**src/rtl/shift_cmd_sequencer_if.sv**
```systemverilog
// Command, shifter-drive and result signals of shift_cmd_sequencer.
// res_count exists only when SHIFT_SEQ_STATS_EN is defined.
interface shift_cmd_sequencer_if #(
  parameter int unsigned DEPTH = 4
);
  logic                     cmd_valid;
  logic                     cmd_ready;
  logic [7:0]               cmd_data;
  logic [2:0]               cmd_amount;
  logic                     cmd_dir;
  logic [7:0]               sh_d_in;
  logic [2:0]               sh_shift_amount;
  logic                     sh_shift_direction;
  logic [7:0]               sh_out;
  logic                     res_valid;
  logic                     res_ready;
  logic [7:0]               res_data;
  logic [$clog2(DEPTH):0]   cmd_level;
  logic                     busy;
`ifdef SHIFT_SEQ_STATS_EN
  logic [15:0]              res_count;
`endif

  // Environment side: command source, shifter and result sink.
  modport master (
    output cmd_valid, cmd_data, cmd_amount, cmd_dir, sh_out, res_ready,
    input  cmd_ready, sh_d_in, sh_shift_amount, sh_shift_direction,
    input  res_valid, res_data, cmd_level, busy
`ifdef SHIFT_SEQ_STATS_EN
    , input res_count
`endif
  );

  modport slave (
    input  cmd_valid, cmd_data, cmd_amount, cmd_dir, sh_out, res_ready,
    output cmd_ready, sh_d_in, sh_shift_amount, sh_shift_direction,
    output res_valid, res_data, cmd_level, busy
`ifdef SHIFT_SEQ_STATS_EN
    , output res_count
`endif
  );
endinterface

```
**src/rtl/shift_cmd_sequencer.sv**
```systemverilog
// Queues shift commands, drives a combinational shifter from registers and returns
// its captured result on a valid/ready port. Optional feature macro: SHIFT_SEQ_STATS_EN.
module shift_cmd_sequencer #(
  parameter int unsigned DEPTH = 4
) (
  input logic                    clk,
  input logic                    rst,
  shift_cmd_sequencer_if.slave   bus
);
  localparam int unsigned PtrW = $clog2(DEPTH);
  localparam int unsigned LvlW = PtrW + 1;

  typedef enum logic [1:0] {StIdle, StSample, StHold} state_e;

  state_e          state_q, state_d;
  logic [11:0]     mem_q [DEPTH];
  logic [PtrW-1:0] wr_ptr_q, wr_ptr_d;
  logic [PtrW-1:0] rd_ptr_q, rd_ptr_d;
  logic [LvlW-1:0] level_q, level_d;
  logic [7:0]      sh_d_q, sh_d_d;
  logic [2:0]      sh_amt_q, sh_amt_d;
  logic            sh_dir_q, sh_dir_d;
  logic            res_valid_q, res_valid_d;
  logic [7:0]      res_data_q, res_data_d;

  logic full, empty, push, pop, capture, clr_res;
  logic [11:0] head;

  assign full  = (level_q == LvlW'(DEPTH));
  assign empty = (level_q == '0);
  assign push  = bus.cmd_valid && !full;
  assign head  = mem_q[rd_ptr_q];

  // FSM state register
  always_ff @(posedge clk or posedge rst) begin
    if (rst) begin
      state_q <= StIdle;
    end else begin
      state_q <= state_d;
    end
  end

  // FSM next state
  always_comb begin
    state_d = state_q;
    unique case (state_q)
      StIdle:   if (!empty) state_d = StSample;
      StSample: state_d = StHold;
      StHold:   if (bus.res_ready) state_d = empty ? StIdle : StSample;
      default:  state_d = StIdle;
    endcase
  end

  // FSM outputs
  always_comb begin
    pop     = 1'b0;
    capture = 1'b0;
    clr_res = 1'b0;
    unique case (state_q)
      StIdle:   pop = !empty;
      StSample: capture = 1'b1;
      StHold: begin
        if (bus.res_ready) begin
          clr_res = 1'b1;
          pop     = !empty;
        end
      end
      default: ;
    endcase
  end

  // FIFO bookkeeping; storage needs no reset since level gates every read.
  always_comb begin
    wr_ptr_d = push ? wr_ptr_q + PtrW'(1) : wr_ptr_q;
    rd_ptr_d = pop  ? rd_ptr_q + PtrW'(1) : rd_ptr_q;
    level_d  = level_q;
    unique case ({push, pop})
      2'b10:   level_d = level_q + LvlW'(1);
      2'b01:   level_d = level_q - LvlW'(1);
      default: level_d = level_q;
    endcase
  end

  always_ff @(posedge clk) begin
    if (push) begin
      mem_q[wr_ptr_q] <= {bus.cmd_dir, bus.cmd_amount, bus.cmd_data};
    end
  end

  always_comb begin
    sh_d_d      = pop ? head[7:0]  : sh_d_q;
    sh_amt_d    = pop ? head[10:8] : sh_amt_q;
    sh_dir_d    = pop ? head[11]   : sh_dir_q;
    res_data_d  = capture ? bus.sh_out : res_data_q;
    res_valid_d = res_valid_q;
    if (capture) begin
      res_valid_d = 1'b1;
    end else if (clr_res) begin
      res_valid_d = 1'b0;
    end
  end

  always_ff @(posedge clk or posedge rst) begin
    if (rst) begin
      wr_ptr_q    <= '0;
      rd_ptr_q    <= '0;
      level_q     <= '0;
      sh_d_q      <= '0;
      sh_amt_q    <= '0;
      sh_dir_q    <= 1'b0;
      res_valid_q <= 1'b0;
      res_data_q  <= '0;
    end else begin
      wr_ptr_q    <= wr_ptr_d;
      rd_ptr_q    <= rd_ptr_d;
      level_q     <= level_d;
      sh_d_q      <= sh_d_d;
      sh_amt_q    <= sh_amt_d;
      sh_dir_q    <= sh_dir_d;
      res_valid_q <= res_valid_d;
      res_data_q  <= res_data_d;
    end
  end

`ifdef SHIFT_SEQ_STATS_EN
  logic [15:0] res_count_q, res_count_d;

  assign res_count_d = (res_valid_q && bus.res_ready) ? res_count_q + 16'd1 : res_count_q;

  always_ff @(posedge clk or posedge rst) begin
    if (rst) begin
      res_count_q <= '0;
    end else begin
      res_count_q <= res_count_d;
    end
  end

  assign bus.res_count = res_count_q;
`endif

  assign bus.cmd_ready          = !full;
  assign bus.sh_d_in            = sh_d_q;
  assign bus.sh_shift_amount    = sh_amt_q;
  assign bus.sh_shift_direction = sh_dir_q;
  assign bus.res_valid          = res_valid_q;
  assign bus.res_data           = res_data_q;
  assign bus.cmd_level          = level_q;
  assign bus.busy               = (state_q != StIdle) || !empty;
endmodule
```
**src/flat_wrapper.sv**
```systemverilog
// flat-port wrapper written by rule: the top's interface ports become plain ports
module shift_cmd_sequencer_flat 
#(
  parameter int unsigned DEPTH = 4
)
  (clk, rst, bus_cmd_valid, bus_cmd_data, bus_cmd_amount, bus_cmd_dir, bus_sh_out, bus_res_ready, bus_cmd_ready, bus_sh_d_in, bus_sh_shift_amount, bus_sh_shift_direction, bus_res_valid, bus_res_data, bus_cmd_level, bus_busy);
  shift_cmd_sequencer_if #(.DEPTH(DEPTH)) bus_i ();
  input logic clk;
  input logic rst;
  input wire logic [$bits(bus_i.cmd_valid)-1:0] bus_cmd_valid;
  input wire logic [$bits(bus_i.cmd_data)-1:0] bus_cmd_data;
  input wire logic [$bits(bus_i.cmd_amount)-1:0] bus_cmd_amount;
  input wire logic [$bits(bus_i.cmd_dir)-1:0] bus_cmd_dir;
  input wire logic [$bits(bus_i.sh_out)-1:0] bus_sh_out;
  input wire logic [$bits(bus_i.res_ready)-1:0] bus_res_ready;
  output wire logic [$bits(bus_i.cmd_ready)-1:0] bus_cmd_ready;
  output wire logic [$bits(bus_i.sh_d_in)-1:0] bus_sh_d_in;
  output wire logic [$bits(bus_i.sh_shift_amount)-1:0] bus_sh_shift_amount;
  output wire logic [$bits(bus_i.sh_shift_direction)-1:0] bus_sh_shift_direction;
  output wire logic [$bits(bus_i.res_valid)-1:0] bus_res_valid;
  output wire logic [$bits(bus_i.res_data)-1:0] bus_res_data;
  output wire logic [$bits(bus_i.cmd_level)-1:0] bus_cmd_level;
  output wire logic [$bits(bus_i.busy)-1:0] bus_busy;
  assign bus_i.cmd_valid = bus_cmd_valid;
  assign bus_i.cmd_data = bus_cmd_data;
  assign bus_i.cmd_amount = bus_cmd_amount;
  assign bus_i.cmd_dir = bus_cmd_dir;
  assign bus_i.sh_out = bus_sh_out;
  assign bus_i.res_ready = bus_res_ready;
  assign bus_cmd_ready = bus_i.cmd_ready;
  assign bus_sh_d_in = bus_i.sh_d_in;
  assign bus_sh_shift_amount = bus_i.sh_shift_amount;
  assign bus_sh_shift_direction = bus_i.sh_shift_direction;
  assign bus_res_valid = bus_i.res_valid;
  assign bus_res_data = bus_i.res_data;
  assign bus_cmd_level = bus_i.cmd_level;
  assign bus_busy = bus_i.busy;
  shift_cmd_sequencer #(.DEPTH(DEPTH)) u_core (.clk(clk), .rst(rst), .bus(bus_i));
endmodule
```
**config.mk**
```make
export PLATFORM = sky130hd
export DESIGN_NAME = shift_cmd_sequencer_flat
export DESIGN_NICKNAME = d
export VERILOG_FILES = /design/src/rtl/shift_cmd_sequencer_if.sv /design/src/rtl/shift_cmd_sequencer.sv /design/src/flat_wrapper.sv
export SDC_FILE = /design/constraint.sdc
export NUM_CORES = 1
export LEC_CHECK = 0
export ABC_AREA = 1
export CORE_ASPECT_RATIO = 0.75
export CORE_MARGIN = 4
export CORE_UTILIZATION = 56
export CTS_CLUSTER_DIAMETER = 100
export DETAILED_ROUTE_END_ITERATION = 8
export DONT_BUFFER_PORTS = 1
export HOLD_SLACK_MARGIN = 0.03
export PLACE_DENSITY = 0.76
export SYNTH_ARGS = -nofsm -noshare
export SYNTH_HDL_FRONTEND = slang
export SYNTH_SLANG_ARGS = --single-unit
```
**constraint.sdc**
```tcl
create_clock -name clk -period 1.7 [get_ports clk]
set_input_delay 0.17 -clock clk [delete_from_list [all_inputs] [get_ports clk]]
set_output_delay 0.17 -clock clk [all_outputs]
set_load 0.05 [all_outputs]
```
==> flow_summary_export.csv, run 1 <==
group,metric,value,unit
job,max_cap_viol_count,0,
status,violations,"setup timing",
floorplanning,die_w,97.9,um
sta,drv_slew,0,
cts,insertion_delay,0.35,ns
power,p_leak,1.97,nW
floorplanning,die_y,75.4,um
sta,finalCritPeriodShare,101,%
detailed_routing,via_per_inst,4.77,
power,power_density,2000,nW/um^2
cts,cts_root_buf,"clkbuf_8",
worst_hold_path,min_path_type,"in -> reg",
cells_and_area,fin_area,4090,sq um
sta,fmax,0.583,GHz
cells_and_area,nets,420,
logic_synthesis,synthTopCellsByArea,"edfxtp_1, dfrtp_1, nand2_1, inv_1, nand3_1",
logic_synthesis,synthCells,342,
place,gp_congestion,0.735,
detailed_routing,drc_errors,0,
cells_and_area,final_common_cell,"nand2_1",
global_route,grt_pass1_vias,2223,
logic_synthesis,synth_top_family_by_area,"simple AND/OR/NAND/NOR gates",
cts,numCtsBuffers,9,
logic_synthesis,avgSynthCellArea,9.92,sq um
logic_synthesis,yosysUniqueCellTypes,21,
global_route,grt_max_degree,31,
global_route,gr-usage-all-layers,19.1,%
setup_path,crit_arrival,1.94,ns
place,place_inst,428,
sta,hold_viol,0,
setup_path,cp_slowest_cell,"dfrtp_2",
setup_path,slowest_delay,0.39,ns
sta,setup_ws,-0.0155,ns
status,outcome,"finished, violations left",
logic_synthesis,synthSimpleGateAreaFrac,21.3,%
setup_path,critPathRequiredTime,1.93,ns
logic_synthesis,synth_seq_cells,78,
logic_synthesis,synth-seq-area-share,64.6,%
cts,clock-sinks,78,
logic_synthesis,yosysTopAreaCell,"edfxtp_1",
sta,tightest_slew,0.524,ns
sta,fin_worst_skew,0.0118,ns
cts,cts_tree,"yes",
cells_and_area,diodes,0,
cells_and_area,final_util,69.9,%
setup_path,startpoint_type,"flip-flop",
cts,h-tree-depth,3,
logic_synthesis,synth_area,3390,sq um
logic_synthesis,muxShareOfSynthArea,0,%
floorplanning,pin_count,50,
detailed_routing,antenna_left,0,
cells_and_area,drive_above_1_share,16.5,%
cells_and_area,area_growth_syn_to_layout,20.5,%
floorplanning,initial_utilization,57.9,%
place,place_area,3590,sq um
floorplanning,core,5860,sq um
place,io_buffers,0,
setup_path,endpoint_kind,"flip-flop",
setup_path,critical_path_peak_fanout,3,
detailed_routing,first_pass_iters,4,
floorplanning,die_area,7380,sq um
detailed_routing,wl_per_cell,14.5,um
place,dp_hpwl,4220,um
logic_synthesis,yosysTopAreaCellShare,42.5,%
sta,setup_violations,2,
setup_path,cp_cell_sequence,"inv_2 -> buf_4 -> nand3_4 -> nand2_8 -> ha_4 -> fa_2 -> nand2_1 -> nand3_2 -> xor2_1",
cts,clock_path_buffers,2,
detailed_routing,drt_iter0_markers,80,
cts,cts.reportedPaths.clkPinSlew,0.07,ns
cells_and_area,final_cells,473,
logic_synthesis,synth_compound_area_share,0.553,%
detailed_routing,via_count,2255,
sta,relSlewSlack,65.1,%
floorplanning,rows,24,
power,peakVddDrop,866,uV
logic_synthesis,yosysWarnings,0,
cells_and_area,final_cell_mix,"nand2_1, inv_1, edfxtp_1",
global_route,antenna_found_initial,0,
sta,finalCriticalPeriod,1.72,ns
sta,whs,0.150,ns
sta,rsz0062_at_grt,"yes",
place,pre_cts_slack,-0.00838,ns
logic_synthesis,syn_nets,372,
detailed_routing,finalWirelength,6870,um
setup_path,worstSetupPathType,"reg -> reg",
logic_synthesis,synth_xor_area_share,1.03,%
logic_synthesis,synth_fa_ha_area_share,2.43,%
global_route,overflow,0,
global_route,grt_pass1_wl,10700,um
## cells by family (layout without fill, tap and decap cells)
logic type,Yosys count,after routing
flops,78,78
buf+inv,79,132
fa+ha+maj,6,6
simple gates,172,172
compound gates,3,3
xor+xnor,4,4
## registers in the layout, indices dropped and copies added, names as in the netlist
signal	count
u_core.mem_q	48
u_core.bus.res_data	8
u_core.bus.sh_d_in	8
u_core.bus.cmd_level	3
u_core.bus.sh_shift_amount	3
u_core.rd_ptr_q	2
u_core.state_q	2
u_core.wr_ptr_q	2
u_core.bus.res_valid	1
u_core.bus.sh_shift_direction	1
## metrics by stage
step	setup TNS [ns]	power (mW)
after floorplan	-9.23	5.90
after global placement	0	6.44
after detailed placement	-0.00838	6.60
after CTS	0	8.06
after global routing	-0.130	8.68
final	-0.0170	8.16
## cell usage after synthesis, drive strengths merged
cell      n
ha        5
nor3      1
edfxtp   48
nand3    39
buf      11
nor2      6
nand2   126
xnor2     1
o21ai     3
fa        1
xor2      3
dfrtp    30
inv      68
## what timing repair did
item / in CTS / in global routing
hold buffers: 23 / 0
resized for setup: 0 / 8
pin swaps: 2 / 5
endpoints found under the hold margin: 89 / 0
endpoints found under the setup margin: 1 / 2
setup buffers: 4 / 2
## power by group
part / total [mW] / internal [mW] / switching (mW)
registers: 3.81 / 2.63 / 1.18
clock network: 1.34 / 0.715 / 0.629
logic: 3.01 / 1.06 / 1.95
total: 8.16 / 4.41 / 3.76
## cell type report
| cell class | count | area, sq um |
|---|---|---|
| flip-flops and latches | 78 | 2200 |
| fillers | 421 | 1770 |
| multi-input cells | 185 | 926 |
| repair buffers | 48 | 418 |
| inverters | 68 | 260 |
| clock buffers | 12 | 145 |
| well taps | 78 | 97.6 |
| clock inverters | 4 | 47.5 |
## per-layer routing
| layer | part of all wire (%) | global-route usage [%] | wire [um] | up-vias |
|---|---|---|---|---|
| met2 | 52 | 33.9 | 3580 | 59 |
| li1 | - | - | - | 1144 |
| met5 | 0 | 0 | 0 | - |
| met4 | 1.7 | 5.84 | 116 | 0 |
| met1 | 40 | 21.7 | 2740 | 1038 |
| met3 | 6.3 | 7.87 | 431 | 14 |
## critical path, delay by kind of cell, from the launching register on
kind / cells / cell delay, ns
and+or+nand+nor: 4 / 0.30
xor gates and xnor gates: 1 / 0.15
adders and majority gates: 2 / 0.54
buffers and inverters: 2 / 0.22
DFF: 1 / 0.39
## worst paths after layout
kind                                                           from  cells after the start  slack [ns]                                   endpoint
worst max-delay path            u_core.bus.cmd_level[1]$_DFFE_PP0P_                      9       -0.02        u_core.bus.cmd_level[2]$_DFFE_PP0P_
worst min-delay path                                  bus_res_ready                      2        0.15              u_core.state_q[0]$_DFFE_PP0P_
worst max register to register  u_core.bus.cmd_level[1]$_DFFE_PP0P_                      9       -0.02        u_core.bus.cmd_level[2]$_DFFE_PP0P_
worst min register to register       u_core.wr_ptr_q[1]$_DFFE_PP0P_                      2        0.54             u_core.wr_ptr_q[1]$_DFFE_PP0P_
max in group asynchronous                                       rst                      3        1.02        u_core.bus.cmd_level[0]$_DFFE_PP0P_
min in group asynchronous                                       rst                      3        0.35  u_core.bus.sh_shift_direction$_DFFE_PP0P_
(Power assumes the default switching activity.)
==> run 2, diff against run 1 <==
CORE_UTILIZATION = 48   (was 56)
DONT_BUFFER_PORTS = default   (was 1)
PLACE_DENSITY = 0.77   (was 0.76)
==> run 2 against run 1 <==
  * The run still ends with setup timing left
  * First-iteration DRC count up 86%
  * Combinational power up 44%
  * Clock power grew 6%
  * Maximum frequency down 0.48%
  * Power increased by 6.5%
  * Clock skew up 0.0018 ns
  * Clock-buffer cell count fell by 1
  * Core utilization down 6.2 points
  * Hold slack gained 0.060 ns
  * Design area increased by 6.2%
  * Sequential power down 23%
  * Via count is 6.4% higher
  * Critical path type unchanged
==> flow_summary_export.csv, run 2 (synthesized netlist as in run 1, its figures left out) <==
group,metric,value,unit
cells_and_area,regMostFlops,"u_core.mem_q",
place,place_inst,484,
sta,hold_viol,0,
global_route,overflow,0,
sta,finalCritPeriodShare,101,%
setup_path,endpoint_kind,"flip-flop",
cts,cts.reportedPaths.clkPinSlew,0.08,ns
setup_path,crit_arrival,1.96,ns
cells_and_area,area_growth_syn_to_layout,28.1,%
sta,relSlewSlack,64.2,%
floorplanning,pin_count,50,
sta,rsz0062_at_grt,"yes",
cells_and_area,final_cells,502,
cts,cts_root_buf,"clkbuf_8",
status,outcome,"finished, violations left",
sta,fin_worst_skew,0.0136,ns
cts,cts_tree,"yes",
cells_and_area,largest_reg_flops,48,
cells_and_area,drive_above_1_share,17.5,%
detailed_routing,wl_per_cell,14.1,um
place,pre_cts_slack,-0.126,ns
sta,finalCriticalPeriod,1.72,ns
power,p_leak,2.21,nW
floorplanning,rows,26,
sta,drv_slew,0,
cells_and_area,final_common_cell,"nand2_1",
setup_path,startpoint_type,"flip-flop",
place,place_area,4080,sq um
setup_path,worstSetupPathType,"reg -> reg",
global_route,grt_max_degree,31,
power,power_density,2000,nW/um^2
place,gp_congestion,0.781,
detailed_routing,finalWirelength,7100,um
detailed_routing,antenna_left,0,
cts,h-tree-depth,3,
cts,clock_path_buffers,2,
floorplanning,die_area,8490,sq um
sta,tightest_slew,0.537,ns
cts,holdBufCountCts,0,
cts,clock-sinks,78,
setup_path,critical_path_peak_fanout,3,
cells_and_area,final_cell_mix,"nand2_1, inv_1, edfxtp_1",
sta,whs,0.210,ns
sta,fmax,0.580,GHz
detailed_routing,drc_errors,0,
power,peakVddDrop,908,uV
detailed_routing,first_pass_iters,4,
global_route,grt_pass1_wl,11400,um
sta,setup_violations,1,
floorplanning,initial_utilization,49.7,%
detailed_routing,via_count,2400,
place,io_buffers,49,
place,dp_hpwl,4850,um
detailed_routing,via_per_inst,4.78,
cells_and_area,n_fill_cell,536,
cts,insertion_delay,0.34,ns
global_route,grt_pass1_vias,2380,
setup_path,critPathRequiredTime,1.94,ns
cells_and_area,diodes,0,
floorplanning,core,6830,sq um
global_route,antenna_found_initial,0,
job,max_cap_viol_count,0,
floorplanning,die_w,105,um
global_route,gr-usage-all-layers,17.7,%
sta,setup_ws,-0.0238,ns
worst_hold_path,min_path_type,"in -> async",
cells_and_area,fin_area,4350,sq um
cells_and_area,nets,443,
detailed_routing,drt_iter0_markers,149,
floorplanning,die_y,80.8,um
sta,tns,-0.0238,ns
status,violations,"setup timing",
cts,numCtsBuffers,9,
-- run 2: critical path: stages, from the launching register on --
cell and delay (ns):
dfrtp_2 0.45, inv_2 0.09, nand3_4 0.08, inv_2 0.07, nor2_2 0.04, ha_4 0.16
fa_2 0.37, nand2_2 0.09, nand3_2 0.10, xor2_1 0.15
-- run 2: final timing paths --
check	startpoint	endpoint	slack [ns]	cells past startpoint
max	u_core.bus.cmd_level[2]$_DFFE_PP0P_	u_core.bus.cmd_level[2]$_DFFE_PP0P_	-0.02	9
min	rst	u_core.bus.sh_d_in[6]$_DFFE_PP0P_	0.21	3
max reg2reg	u_core.bus.cmd_level[2]$_DFFE_PP0P_	u_core.bus.cmd_level[2]$_DFFE_PP0P_	-0.02	9
min reg2reg	u_core.bus.res_data[4]$_DFFE_PP0P_	u_core.bus.res_data[4]$_DFFE_PP0P_	0.47	2
max in group asynchronous	rst	u_core.bus.cmd_level[0]$_DFFE_PP0P_	1.18	3
min in group clk	bus_sh_out[1]	u_core.bus.res_data[1]$_DFFE_PP0P_	0.38	3
-- run 2: metal layers --
layer,track usage (%),share of wire (%)
met3,5.96,6.7
met4,8.52,1.9
met5,0,0
met1,21.6,44
met2,28.8,47
-- run 2: report_power, final --
group	internal, mW	switching, mW	total [mW]
Clock	0.818	0.606	1.42
Combinational	1.41	2.93	4.34
Sequential	2.64	0.281	2.92
Total	4.87	3.81	8.69
-- run 2: repair_timing --
item                                    in CTS  in global routing
cloned                                       0                  0
setup buffers                                0                  2
pin swaps                                    0                  4
endpoints found under the setup margin       3                 14
gates resized for setup                      3                 18
-- run 2: metrics by stage --
step / utilization, % / total power [mW]
after floorplan: - / 5.90
after global placement: 59.7 / 7.07
after detailed placement: 59.7 / 7.21
after CTS: 62.6 / 8.65
after global routing: 63.6 / 9.28
final: 63.6 / 8.69
-- run 2: cell type report --
cell class | count | area [sq um] | area share [%]
clock buffer | 11 | 131 | 3.02
sequential | 78 | 2200 | 50.5
multi-input combinational | 185 | 915 | 21.0
clock inverter | 5 | 73.8 | 1.70
inverter | 68 | 260 | 5.99
tap | 84 | 105 | 2.42
timing repair buffer | 71 | 664 | 15.3
